--- src/rtl/nn_fp_pkg.sv ---
// Shared FP32 constants, MAC state encoding and rounding helpers
// for the neuron datapath.
package nn_fp_pkg;

  localparam logic [31:0] FP_ZERO = 32'h0000_0000;
  localparam logic [31:0] FP_ONE  = 32'h3F80_0000;
  localparam logic [31:0] FP_FOUR = 32'h4080_0000;
  localparam logic [31:0] FP_QNAN = 32'h7FC0_0000;
  localparam logic [30:0] FP_INF  = 31'h7F80_0000;

  localparam int EXC_NX = 0;
  localparam int EXC_UF = 1;
  localparam int EXC_OF = 2;
  localparam int EXC_DZ = 3;
  localparam int EXC_NV = 4;

  localparam logic [2:0] RM_RNE = 3'd0;
  localparam logic [2:0] RM_RTZ = 3'd1;
  localparam logic [2:0] RM_RDN = 3'd2;
  localparam logic [2:0] RM_RUP = 3'd3;
  localparam logic [2:0] RM_RMM = 3'd4;

  typedef enum logic [2:0] {
    IDLE,
    ACCUM,
    LASTP,
    BIAS,
    DONE
  } mac_state_t;

  function automatic logic [5:0] lzc48(input logic [47:0] v);
    lzc48 = 6'd48;
    for (int i = 0; i < 48; i++)
      if (v[i]) lzc48 = 6'(47 - i);
  endfunction

  // m = {hidden, frac[22:0], guard, round, sticky}; returns {exc, result}
  function automatic logic [36:0] fp_round(
    input logic              s,
    input logic signed [11:0] e_in,
    input logic [26:0]       m_in,
    input logic [2:0]        rm
  );
    logic signed [11:0] e;
    logic [26:0] m;
    logic [11:0] sh;
    logic tiny, g, rs, nx, inc, maxf;
    logic [24:0] mr;
    logic [32:0] t;
    logic [31:0] y;
    logic [4:0]  x;
    e = e_in;
    m = m_in;
    tiny = 1'b0;
    sh = '0;
    if (e < 12'sd1) begin
      sh = 12'(12'sd1 - e);
      tiny = 1'b1;
      if (sh > 12'd26) m = {26'd0, |m_in};
      else m = (m_in >> sh)
             | {26'd0, |(m_in & ~(27'h7FF_FFFF << sh))};
      e = 12'sd1;
    end
    g  = m[2];
    rs = m[1] | m[0];
    nx = g | rs;
    case (rm)
      RM_RTZ:  inc = 1'b0;
      RM_RDN:  inc = s & nx;
      RM_RUP:  inc = !s & nx;
      RM_RMM:  inc = g;
      default: inc = g & (rs | m[3]);
    endcase
    mr = {1'b0, m[26:3]} + 25'(inc);
    // hidden bit carries straight into the exponent field
    t = (33'(e - 12'sd1) << 23) + 33'(mr);
    maxf = (rm == RM_RTZ) | ((rm == RM_RDN) & !s)
         | ((rm == RM_RUP) & s);
    x = '0;
    if (t >= 33'h7F80_0000) begin
      y = {s, maxf ? 31'h7F7F_FFFF : FP_INF};
      x[EXC_OF] = 1'b1;
      x[EXC_NX] = 1'b1;
    end else begin
      y = {s, t[30:0]};
      x[EXC_NX] = nx;
      x[EXC_UF] = tiny & nx;
    end
    return {x, y};
  endfunction

endpackage

--- src/rtl/add_sub.sv ---
// Combinational IEEE-754 single adder/subtractor with dynamic
// rounding and {NV,DZ,OF,UF,NX} flags.
module add_sub
  import nn_fp_pkg::*;
(
  input  logic [31:0] a,
  input  logic [31:0] b,
  input  logic        sub,
  input  logic [2:0]  round_mode,
  output logic [31:0] y,
  output logic [4:0]  exc
);

  logic sa, sb, sx, sy, swap;
  logic na, nb, sna, snb, ia, ib, za, zb;
  logic [7:0]  ex, ey, d;
  logic [23:0] mx, my;
  logic [26:0] bm, bs;
  logic [27:0] sum, nrm;
  logic [5:0]  lz;
  logic signed [11:0] e;
  logic [36:0] r;

  always_comb begin
    sa  = a[31];
    sb  = b[31] ^ sub;
    na  = (a[30:23] == 8'hFF) && (a[22:0] != '0);
    nb  = (b[30:23] == 8'hFF) && (b[22:0] != '0);
    sna = na & !a[22];
    snb = nb & !b[22];
    ia  = (a[30:23] == 8'hFF) && (a[22:0] == '0);
    ib  = (b[30:23] == 8'hFF) && (b[22:0] == '0);
    za  = (a[30:0] == '0);
    zb  = (b[30:0] == '0);
    swap = b[30:0] > a[30:0];
    sx = swap ? sb : sa;
    sy = swap ? sa : sb;
    mx = swap ? {b[30:23] != '0, b[22:0]} : {a[30:23] != '0, a[22:0]};
    my = swap ? {a[30:23] != '0, a[22:0]} : {b[30:23] != '0, b[22:0]};
    ex = swap ? b[30:23] : a[30:23];
    ey = swap ? a[30:23] : b[30:23];
    if (ex == '0) ex = 8'd1;
    if (ey == '0) ey = 8'd1;
    d  = ex - ey;
    bm = {my, 3'b000};
    if (d > 8'd26) bs = {26'd0, |bm};
    else bs = (bm >> d) | {26'd0, |(bm & ~(27'h7FF_FFFF << d))};
    sum = (sx == sy) ? ({1'b0, mx, 3'b000} + {1'b0, bs})
                     : ({1'b0, mx, 3'b000} - {1'b0, bs});
    lz  = lzc48({sum, 20'd0});
    nrm = sum << lz;
    e   = $signed({4'd0, ex}) + 12'sd1 - $signed({6'd0, lz});
    r   = fp_round(sx, e, {nrm[27:2], |nrm[1:0]}, round_mode);
    y   = r[31:0];
    exc = r[36:32];
    if (na | nb | (ia & ib & (sa != sb))) begin
      y = FP_QNAN;
      exc = '0;
      exc[EXC_NV] = sna | snb | (ia & ib);
    end else if (ia | ib) begin
      y = {ia ? sa : sb, FP_INF};
      exc = '0;
    end else if (sum == '0) begin
      y = (za & zb & (sa == sb)) ? {sa, 31'd0}
                                 : {round_mode == RM_RDN, 31'd0};
      exc = '0;
    end
  end

endmodule

--- src/rtl/fp_clamp.sv ---
// Clamps an FP32 magnitude to 4.0, sign kept; NaN passes through.
module fp_clamp
  import nn_fp_pkg::*;
(
  input  logic [31:0] a,
  output logic [31:0] y
);

  logic big;

  assign big = (a[30:0] >= FP_FOUR[30:0]) && (a[30:0] <= FP_INF);
  assign y   = big ? {a[31], FP_FOUR[30:0]} : a;

endmodule

--- src/rtl/multiplier.sv ---
// Combinational IEEE-754 single multiplier with dynamic rounding
// and {NV,DZ,OF,UF,NX} flags.
module multiplier
  import nn_fp_pkg::*;
#(
  parameter int EXP_WIDTH  = 8,
  parameter int MANT_WIDTH = 24
) (
  input  logic [EXP_WIDTH+MANT_WIDTH-1:0] a,
  input  logic [EXP_WIDTH+MANT_WIDTH-1:0] b,
  input  logic [2:0]                      round_mode,
  output logic [EXP_WIDTH+MANT_WIDTH-1:0] y,
  output logic [4:0]                      exc
);

  logic sy, na, nb, sna, snb, ia, ib, za, zb, inv;
  logic [7:0]  ea, eb;
  logic [47:0] prod, pn;
  logic [5:0]  lz;
  logic signed [11:0] e;
  logic [36:0] r;

  always_comb begin
    sy  = a[31] ^ b[31];
    na  = (a[30:23] == 8'hFF) && (a[22:0] != '0);
    nb  = (b[30:23] == 8'hFF) && (b[22:0] != '0);
    sna = na & !a[22];
    snb = nb & !b[22];
    ia  = (a[30:23] == 8'hFF) && (a[22:0] == '0);
    ib  = (b[30:23] == 8'hFF) && (b[22:0] == '0);
    za  = (a[30:0] == '0);
    zb  = (b[30:0] == '0);
    inv = (ia & zb) | (za & ib);
    ea  = (a[30:23] == '0) ? 8'd1 : a[30:23];
    eb  = (b[30:23] == '0) ? 8'd1 : b[30:23];
    prod = {24'd0, a[30:23] != '0, a[22:0]}
         * {24'd0, b[30:23] != '0, b[22:0]};
    lz  = lzc48(prod);
    pn  = prod << lz;
    e   = $signed({4'd0, ea}) + $signed({4'd0, eb})
        - 12'sd126 - $signed({6'd0, lz});
    r   = fp_round(sy, e, {pn[47:22], |pn[21:0]}, round_mode);
    y   = r[31:0];
    exc = r[36:32];
    if (na | nb | inv) begin
      y = FP_QNAN;
      exc = '0;
      exc[EXC_NV] = sna | snb | inv;
    end else if (ia | ib) begin
      y = {sy, FP_INF};
      exc = '0;
    end else if (za | zb) begin
      y = {sy, 31'd0};
      exc = '0;
    end
  end

endmodule

--- src/rtl/neuron_mac.sv ---
// Sequential FP32 dot product + bias feeding the sigmoid stage.
// Define NEURON_MAC_CLAMP_EN to clamp out_z to +/-4.0.
module neuron_mac
  import nn_fp_pkg::*;
#(
  parameter int EXP_WIDTH  = 8,
  parameter int MANT_WIDTH = 24,
  parameter int MAX_LEN    = 256,
  localparam int CNT_W     = $clog2(MAX_LEN + 1)
) (
  input  logic             clk,
  input  logic             rst_n,
  input  logic [2:0]       round_mode,
  input  logic             in_valid,
  output logic             in_ready,
  input  logic [31:0]      in_x,
  input  logic [31:0]      in_w,
  input  logic             in_last,
  input  logic [31:0]      bias,
  output logic             out_valid,
  input  logic             out_ready,
  output logic [31:0]      out_z,
  output logic [4:0]       out_exc,
  output logic [CNT_W-1:0] out_len
);

  mac_state_t state_q, state_d;
  logic [31:0] acc_q, acc_d, p_q, p_d, bias_q, bias_d;
  logic [4:0]  exc_q, exc_d;
  logic [CNT_W-1:0] cnt_q, cnt_d, cnt_nx;
  logic [2:0]  rm_q, rm_d, mul_rm;
  logic        pv_q, pv_d, hs, last;
  logic [31:0] mul_y, add_b, add_y;
  logic [4:0]  mul_exc, add_exc;

  assign mul_rm = (state_q == IDLE) ? round_mode : rm_q;
  assign add_b  = (state_q == BIAS) ? bias_q : p_q;

  multiplier #(
    .EXP_WIDTH (EXP_WIDTH),
    .MANT_WIDTH(MANT_WIDTH)
  ) u_mul (
    .a         (in_x),
    .b         (in_w),
    .round_mode(mul_rm),
    .y         (mul_y),
    .exc       (mul_exc)
  );

  add_sub u_add (
    .a         (acc_q),
    .b         (add_b),
    .sub       (1'b0),
    .round_mode(rm_q),
    .y         (add_y),
    .exc       (add_exc)
  );

  always_comb begin
    state_d = state_q;
    acc_d   = acc_q;
    p_d     = p_q;
    bias_d  = bias_q;
    exc_d   = exc_q;
    cnt_d   = cnt_q;
    rm_d    = rm_q;
    pv_d    = 1'b0;
    in_ready = rst_n & ((state_q == IDLE) | (state_q == ACCUM));
    hs     = in_valid & in_ready;
    cnt_nx = (state_q == IDLE) ? CNT_W'(1) : cnt_q + CNT_W'(1);
    // a full vector ends regardless of in_last
    last   = in_last | (cnt_nx == CNT_W'(MAX_LEN));
    unique case (state_q)
      IDLE: if (hs) begin
        acc_d = FP_ZERO;
        exc_d = mul_exc;
        cnt_d = cnt_nx;
        rm_d  = round_mode;
        p_d   = mul_y;
        pv_d  = 1'b1;
        if (last) bias_d = bias;
        state_d = last ? LASTP : ACCUM;
      end
      ACCUM: begin
        if (pv_q) begin
          acc_d = add_y;
          exc_d = exc_d | add_exc;
        end
        if (hs) begin
          p_d   = mul_y;
          pv_d  = 1'b1;
          cnt_d = cnt_nx;
          exc_d = exc_d | mul_exc;
          if (last) begin
            bias_d  = bias;
            state_d = LASTP;
          end
        end
      end
      LASTP: begin
        acc_d   = add_y;
        exc_d   = exc_q | add_exc;
        state_d = BIAS;
      end
      BIAS: begin
        acc_d   = add_y;
        exc_d   = exc_q | add_exc;
        state_d = DONE;
      end
      DONE: if (out_ready) state_d = IDLE;
      default: state_d = IDLE;
    endcase
  end

  always_ff @(posedge clk or negedge rst_n) begin
    if (!rst_n) begin
      state_q <= IDLE;
      acc_q   <= FP_ZERO;
      p_q     <= FP_ZERO;
      bias_q  <= FP_ZERO;
      exc_q   <= '0;
      cnt_q   <= '0;
      rm_q    <= RM_RNE;
      pv_q    <= 1'b0;
    end else begin
      state_q <= state_d;
      acc_q   <= acc_d;
      p_q     <= p_d;
      bias_q  <= bias_d;
      exc_q   <= exc_d;
      cnt_q   <= cnt_d;
      rm_q    <= rm_d;
      pv_q    <= pv_d;
    end
  end

  assign out_valid = (state_q == DONE);
  assign out_exc   = exc_q;
  assign out_len   = cnt_q;

`ifdef NEURON_MAC_CLAMP_EN
  fp_clamp u_clamp (
    .a(acc_q),
    .y(out_z)
  );
`else
  assign out_z = acc_q;
`endif

endmodule

--- config.mk ---
export PLATFORM = sky130hd
export DESIGN_NAME = neuron_mac
export DESIGN_NICKNAME = d
export VERILOG_FILES = /design/src/rtl/nn_fp_pkg.sv /design/src/rtl/add_sub.sv /design/src/rtl/fp_clamp.sv /design/src/rtl/multiplier.sv /design/src/rtl/neuron_mac.sv
export SDC_FILE = /design/constraint.sdc
export NUM_CORES = 2
export LEC_CHECK = 0
export CORE_ASPECT_RATIO = 2
export CORE_UTILIZATION = 45
export DETAILED_ROUTE_END_ITERATION = 10
export HOLD_SLACK_MARGIN = 0.06
export SLEW_MARGIN = 20
export SYNTH_ARGS = -nofsm -noshare
export SYNTH_HDL_FRONTEND = slang
export SYNTH_SLANG_ARGS = --single-unit
--- constraint.sdc ---
create_clock -name clk -period 29.6 [get_ports clk]
set_clock_uncertainty 0.05 [all_clocks]
set_input_delay 4.44 -clock clk [delete_from_list [all_inputs] [get_ports clk]]
set_output_delay 4.44 -clock clk [all_outputs]
set_load 0.02 [all_outputs]
==> summary.md, run 1 <==
| Metric | Value |
|---|---|
| TritonCTS Sinks | 116 |
| Yosys warning total | 0 |
| Post-synth top area cell | sky130_fd_sc_hd__fa_1 |
| Clk buf depth | 2 |
| PostCTS Resize Cnt | 0 |
| Status | did not finish |
| Starting density of the core | 0.4532 |
| Mapped cell area | 50910 um2 |
| Number of storage elements in the synthesis netlist | 116 |
| Largest net degree at the start of global routing | 74 |
| Net count of the mapped netlist | 7829 |
| HPWL Detailed | 241900 um |
| Ranking of synthesized cells by area | sky130_fd_sc_hd__fa_1 19%, sky130_fd_sc_hd__ha_1 7.7%, sky130_fd_sc_hd__and2_1 6.8%, sky130_fd_sc_hd__dfrtp_1 5.7%, sky130_fd_sc_hd__inv_1 5.3% |
| TritonCTS buffer count | 17 |
| Number of buffers inserted to repair setup after CTS | 0 |
| Share of Yosys cell area claimed by the top area cell type | 0.1915 |
| Vias in the first global route | 66.71k |
| Post-synth top flop | sky130_fd_sc_hd__dfrtp_1 |
| Library cell used as clock root buffer | sky130_fd_sc_hd__clkbuf_16 |
| Total number of placement rows | 174 |
| Number of distinct library cells after synthesis | 134 |
| GRT Resource Usage Total | 0.6137 |
| Average size of a mapped cell | 7.353 um2 |
| Sequential cell area fraction in the yosys report | 0.05702 |
| Global-route wire length before repair | 508500 um |
| Height of the die | 477.7 um |
| Overall die width | 239.8 um |
| Placer Congestion | 1.164 |
| H-Tree Level Count | 4 |
| Error message | [ERROR GRT-0116] Global routing finished with congestion. Check the congestion regions in the DRC Viewer. |
| Post-synthesis cell count | 6924 |
| Fraction of registers with async set/reset | 1.000 |
| Global route overflow | 544 |
| Placed Instance Area | 54730 um2 |
| Place WS | 4320 ps |
| Exit stage | 5_1_grt |
| Number of ports placed on the die boundary | 152 |
| Hold-fix buffer count after cts | 0 |
| Number of flops mapped to enable cells by yosys | 0 |
| Input/output buffers | 150 |
-- per-stage QoR --
step | hold WS [ps] | util | std cells
after floorplan | 394.4 | - | 6924
after global placement | 405.8 | 0.4871 | 8384
after detailed placement | 419.4 | 0.4872 | 8384
after CTS | 433.8 | 0.4929 | 8416
-- cell families after synthesis --
family                   after synthesis  synth area share
AO/OA/AOI/OAI                       1902            0.2619
XOR/XNOR                             157           0.02716
adder cells (fa/ha/maj)              802            0.2689
buffers and inverters               1170           0.08859
flip-flops                           116           0.05701
multiplexers                         164           0.03667
other                                  1        0.00007366
AND/OR/NAND/NOR                     2612            0.2598
-- cells in the mapped netlist (60+ instances only) --
cell and instances:
sky130_fd_sc_hd__nand4_1 77, sky130_fd_sc_hd__xor2_1 63, sky130_fd_sc_hd__mux2i_1 92, sky130_fd_sc_hd__inv_1 714, sky130_fd_sc_hd__a21oi_1 363, sky130_fd_sc_hd__nor2_1 553
sky130_fd_sc_hd__clkbuf_1 338, sky130_fd_sc_hd__ha_1 314, sky130_fd_sc_hd__a31oi_1 71, sky130_fd_sc_hd__nand3_1 187, sky130_fd_sc_hd__nor4_1 69, sky130_fd_sc_hd__fa_1 487
sky130_fd_sc_hd__o211ai_1 122, sky130_fd_sc_hd__mux2_2 60, sky130_fd_sc_hd__xnor2_1 93, sky130_fd_sc_hd__a211oi_1 109, sky130_fd_sc_hd__a21o_1 77, sky130_fd_sc_hd__and2_1 550
sky130_fd_sc_hd__nor3_1 199, sky130_fd_sc_hd__nand2_1 639, sky130_fd_sc_hd__o21ai_0 355, sky130_fd_sc_hd__dfrtp_1 116, sky130_fd_sc_hd__o22ai_1 82
-- per-layer routing --
| metal | GRT overflow | track usage |
|---|---|---|
| met3 | 4 | 0.3199 |
| met1 | 8 | 0.5475 |
| met2 | 356 | 0.9106 |
| met5 | 0 | 0.03680 |
| met4 | 176 | 0.7324 |
==> inputs of run 2 (changes only) <==
Settings changed: CORE_ASPECT_RATIO 2 to unset, CORE_UTILIZATION 45 to 30, HOLD_SLACK_MARGIN 0.06 to unset, PLACE_DENSITY_LB_ADDON set to 0.15.
==> run 2 against run 1 <==
Net effect:
- synthesized cell count is the same
- synthesized area stayed put
- the flow now finishes without violations
==> summary.md, run 2 <==
| Metric | Value |
|---|---|
| Clock latency reported for the late side of the worst-skew pair | 430 ps |
| CTS clock-pin slew for the worst setup and hold paths | 60 ps |
| HPWL Detailed | 182600 um (-24%) |
| Fraction of layout instances using a drive strength above 1 | 0.06616 |
| Required time at the worst-slack endpoint | 29820 ps |
| Hold-fix buffer count after cts | 0 (unchanged) |
| Most numerous cell in the Yosys netlist | sky130_fd_sc_hd__inv_1 |
| Number of design rule violations left after detail routing | 0 |
| Placer Congestion | 1.055 (-9.4%) |
| Final setup violation count | 0 |
| Clk buf depth | 2 (unchanged) |
| Vias in the first global route | 53.63k |
| Top post-synthesis cells by count | 714 x sky130_fd_sc_hd__inv_1, 639 x sky130_fd_sc_hd__nand2_1, 553 x sky130_fd_sc_hd__nor2_1 |
| Path class of the lowest-slack min-delay path | reg2reg |
| Vias | 54.48k |
| Number of distinct library cells after synthesis | 134 (unchanged) |
| Share of Yosys cell area claimed by the top area cell type | 0.1915 (unchanged) |
| Height of the die | 414.0 um (-13%) |
| Crit path capture type | flip-flop |
| Post-detailed-route via-to-cell ratio | 6.029 |
| Average size of a mapped cell | 7.353 um2 (unchanged) |
| Largest net degree at the start of global routing | 70 |
| GRT Resource Usage Total | 0.2672 |
| Worst Min Path Start | p_q[12]$_DFFE_PN0P_ |
| Gate family responsible for the most delay along the worst path | compound AO/OA/AOI/OAI gates |
| PostCTS Resize Cnt | 0 (unchanged) |
| First drt pass iteration count | 7 |
| Number of antenna violations at the first check in global routing | 7 |
| Number of ports placed on the die boundary | 152 (unchanged) |
| Sequential cell area fraction in the yosys report | 0.05702 (unchanged) |
| H-Tree Level Count | 4 (unchanged) |
| Clock tree from TritonCTS | done |
| Achievable clock frequency | 39.51 MHz |
| Net count of the mapped netlist | 7829 (unchanged) |
| Number of buffers inserted to repair setup after CTS | 0 (unchanged) |
| Final hold viol count | 0 |
| Min Tclk post-route | 25310 ps |
| Nets | 7724 |
| Total number of placement rows | 150 (-14%) |
| Routed length per instance | 25.91 um |
| Global-route wire length before repair | 352800 um |
| Crit path from | in_w[1] |
| Core region area | 167800 um2 |
| Crit path setup slack, layout | 4289 ps |
| Mapped cell area | 50910 um2 (unchanged) |
| Input/output buffers | 150 (unchanged) |
| Overall die width | 414.0 um (+73%) |
| Post-synthesis cell count | 6924 (unchanged) |
| Number of cells on the worst reg-to-reg path | 87 |
| Yosys warning total | 0 (unchanged) |
| Max-capacitance violation count | 0 |
| Post-synth top flop | sky130_fd_sc_hd__dfrtp_1 |
| Start of the worst register-to-register path | state_q[2]$_DFFE_PN0P_ |
| Critical path class | in2reg |
| Post-synth top area cell | sky130_fd_sc_hd__fa_1 |
| Cell with the most instances on the worst path | sky130_fd_sc_hd__o21ai_0 |
| CP Depth | 71 |
| Status | complete, no violations |
| Accumulated negative setup slack | 0 ps |
| Starting density of the core | 0.3034 (-0.1498) |
| TritonCTS Sinks | 116 (unchanged) |
| RSZ-0062 raised after global routing | no |
| Ranking of synthesized cells by area | sky130_fd_sc_hd__fa_1 19%, sky130_fd_sc_hd__ha_1 7.7%, sky130_fd_sc_hd__and2_1 6.8%, sky130_fd_sc_hd__dfrtp_1 5.7%, sky130_fd_sc_hd__inv_1 5.3% |
| Max Transition Viols Final | 0 |
| DRC violation total after the first TritonRoute iteration | 6169 |
| Area of the die | 171400 um2 |
| Signed area change from the synthesized netlist to the final layout | 8.778% |
| Arr. time, crit path | 25530 ps |
| Crit Path Max Fanout | 60 |
| Relative slew slack | 0.1675 |
| TritonCTS buffer count | 17 (unchanged) |
| Count of buffer and inverter cells on the critical path | 9 |
| Fraction of registers with async set/reset | 1.000 (unchanged) |
| Final Routed Wirelength | 234100 um |
| Kind of start point of the critical path | input port |
| Commonest cells after routing, fill and taps aside | 714 x sky130_fd_sc_hd__inv_1, 639 x sky130_fd_sc_hd__nand2_1, 551 x sky130_fd_sc_hd__nor2_1, 550 x sky130_fd_sc_hd__and2_1, 487 x sky130_fd_sc_hd__fa_1 |
| Cell with the biggest individual delay on the critical path | sky130_fd_sc_hd__clkdlybuf4s50_1 |
| Share of the clock period used by the worst path | 0.8551 |
| Number of storage elements in the synthesis netlist | 116 (unchanged) |
| Antenna-violating nets left | 0 |
| Most common library cell in the layout ignoring fill and taps | sky130_fd_sc_hd__inv_1 |
| Post-route insts no fill | 9037 |
| Number of instances in the placed design | 9004 (+7.4%) |
| Min-Delay Path Depth | 2 |
| Critical Path Max Stage Delay | 1000 ps |
| Fillers | 18.30k |
| Global route overflow | 0 |
| Actual transition at the worst max-transition pin | 1246 ps |
| Place WS | 4172 ps (-148.5 ps) |
| Library cell used as clock root buffer | sky130_fd_sc_hd__clkbuf_16 |
| Number of flops mapped to enable cells by yosys | 0 (unchanged) |
==> run 2: cell counts after synthesis <==
Identical to the previous run, type by type.
==> run 2: tightest hold or removal path, stage by stage (launching register included) <==
cell and delay, ps:
sky130_fd_sc_hd__dfrtp_1 340, sky130_fd_sc_hd__nand2_1 50, sky130_fd_sc_hd__o21ai_0 60
==> run 2: layout make-up <==
| type | count | area, um2 | share of cell area |
|---|---|---|---|
| diodes | 1 | 2.502 | 0.00004518 |
| repair buffers | 319 | 2755 | 0.04975 |
| clock inverters | 15 | 158.9 | 0.002869 |
| well taps | 2204 | 2758 | 0.04979 |
| multi-input cells | 5638 | 43650 | 0.7882 |
| clock buffers | 17 | 425.4 | 0.007681 |
| inverters | 727 | 2729 | 0.04927 |
| flip-flops and latches | 116 | 2903 | 0.05241 |
==> run 2: worst paths after layout <==
check | endpoint | slack [ps]
setup reg to reg | out_z[3]$_DFFE_PN0P_ | 4660
setup / recovery | p_q[8]$_DFFE_PN0P_ | 4290
max in group asynchronous | out_z[19]$_DFFE_PN0P_ | 24100
hold / removal | p_q[12]$_DFFE_PN0P_ | 430
min in group asynchronous | bias_q[3]$_DFFE_PN0P_ | 3980
hold reg to reg | p_q[12]$_DFFE_PN0P_ | 430
==> run 2: kinds of logic (layout without fill, tap and decap cells) <==
kind of cell | Yosys count | count (layout) | synth area share
other cells | 1 | 2 | 0.00007366
simple gates | 2612 | 2612 | 0.2598
mux | 164 | 164 | 0.03667
flops | 116 | 116 | 0.05701
fa+ha+maj | 802 | 802 | 0.2689
buf+inv | 1170 | 1078 | 0.08859
compound gates | 1902 | 1902 | 0.2619
xor+xnor | 157 | 157 | 0.02716
==> run 2: metrics by stage <==
stage | area, um2 | hold WS, ps | util
after floorplan | 50910 | 394.4 | -
after global placement | 54790 | 423.9 | 0.3265
after detailed placement | 54790 | 422.8 | 0.3266
after CTS | 55380 | 435.9 | 0.3300
after global routing | 55380 | 448.1 | 0.3301
final | 55380 | 434.3 | 0.3301
==> run 2: per-layer routing <==
metal / wire [um] / share of wire / up-vias / global-route usage
met1: 100500 / 0.43 / 27160 / 0.3639
met3: 17390 / 0.074 / 489 / 0.03456
met5: 0 / 0 / - / 0
li1: - / - / 24270 / -
met4: 9321 / 0.040 / 0 / 0.09280
met2: 106900 / 0.46 / 2562 / 0.4321
Power of run 2 is left out: the tool's default activity adds up to more than one toggle a clock period on the data nets, which glitch-free logic cannot reach.
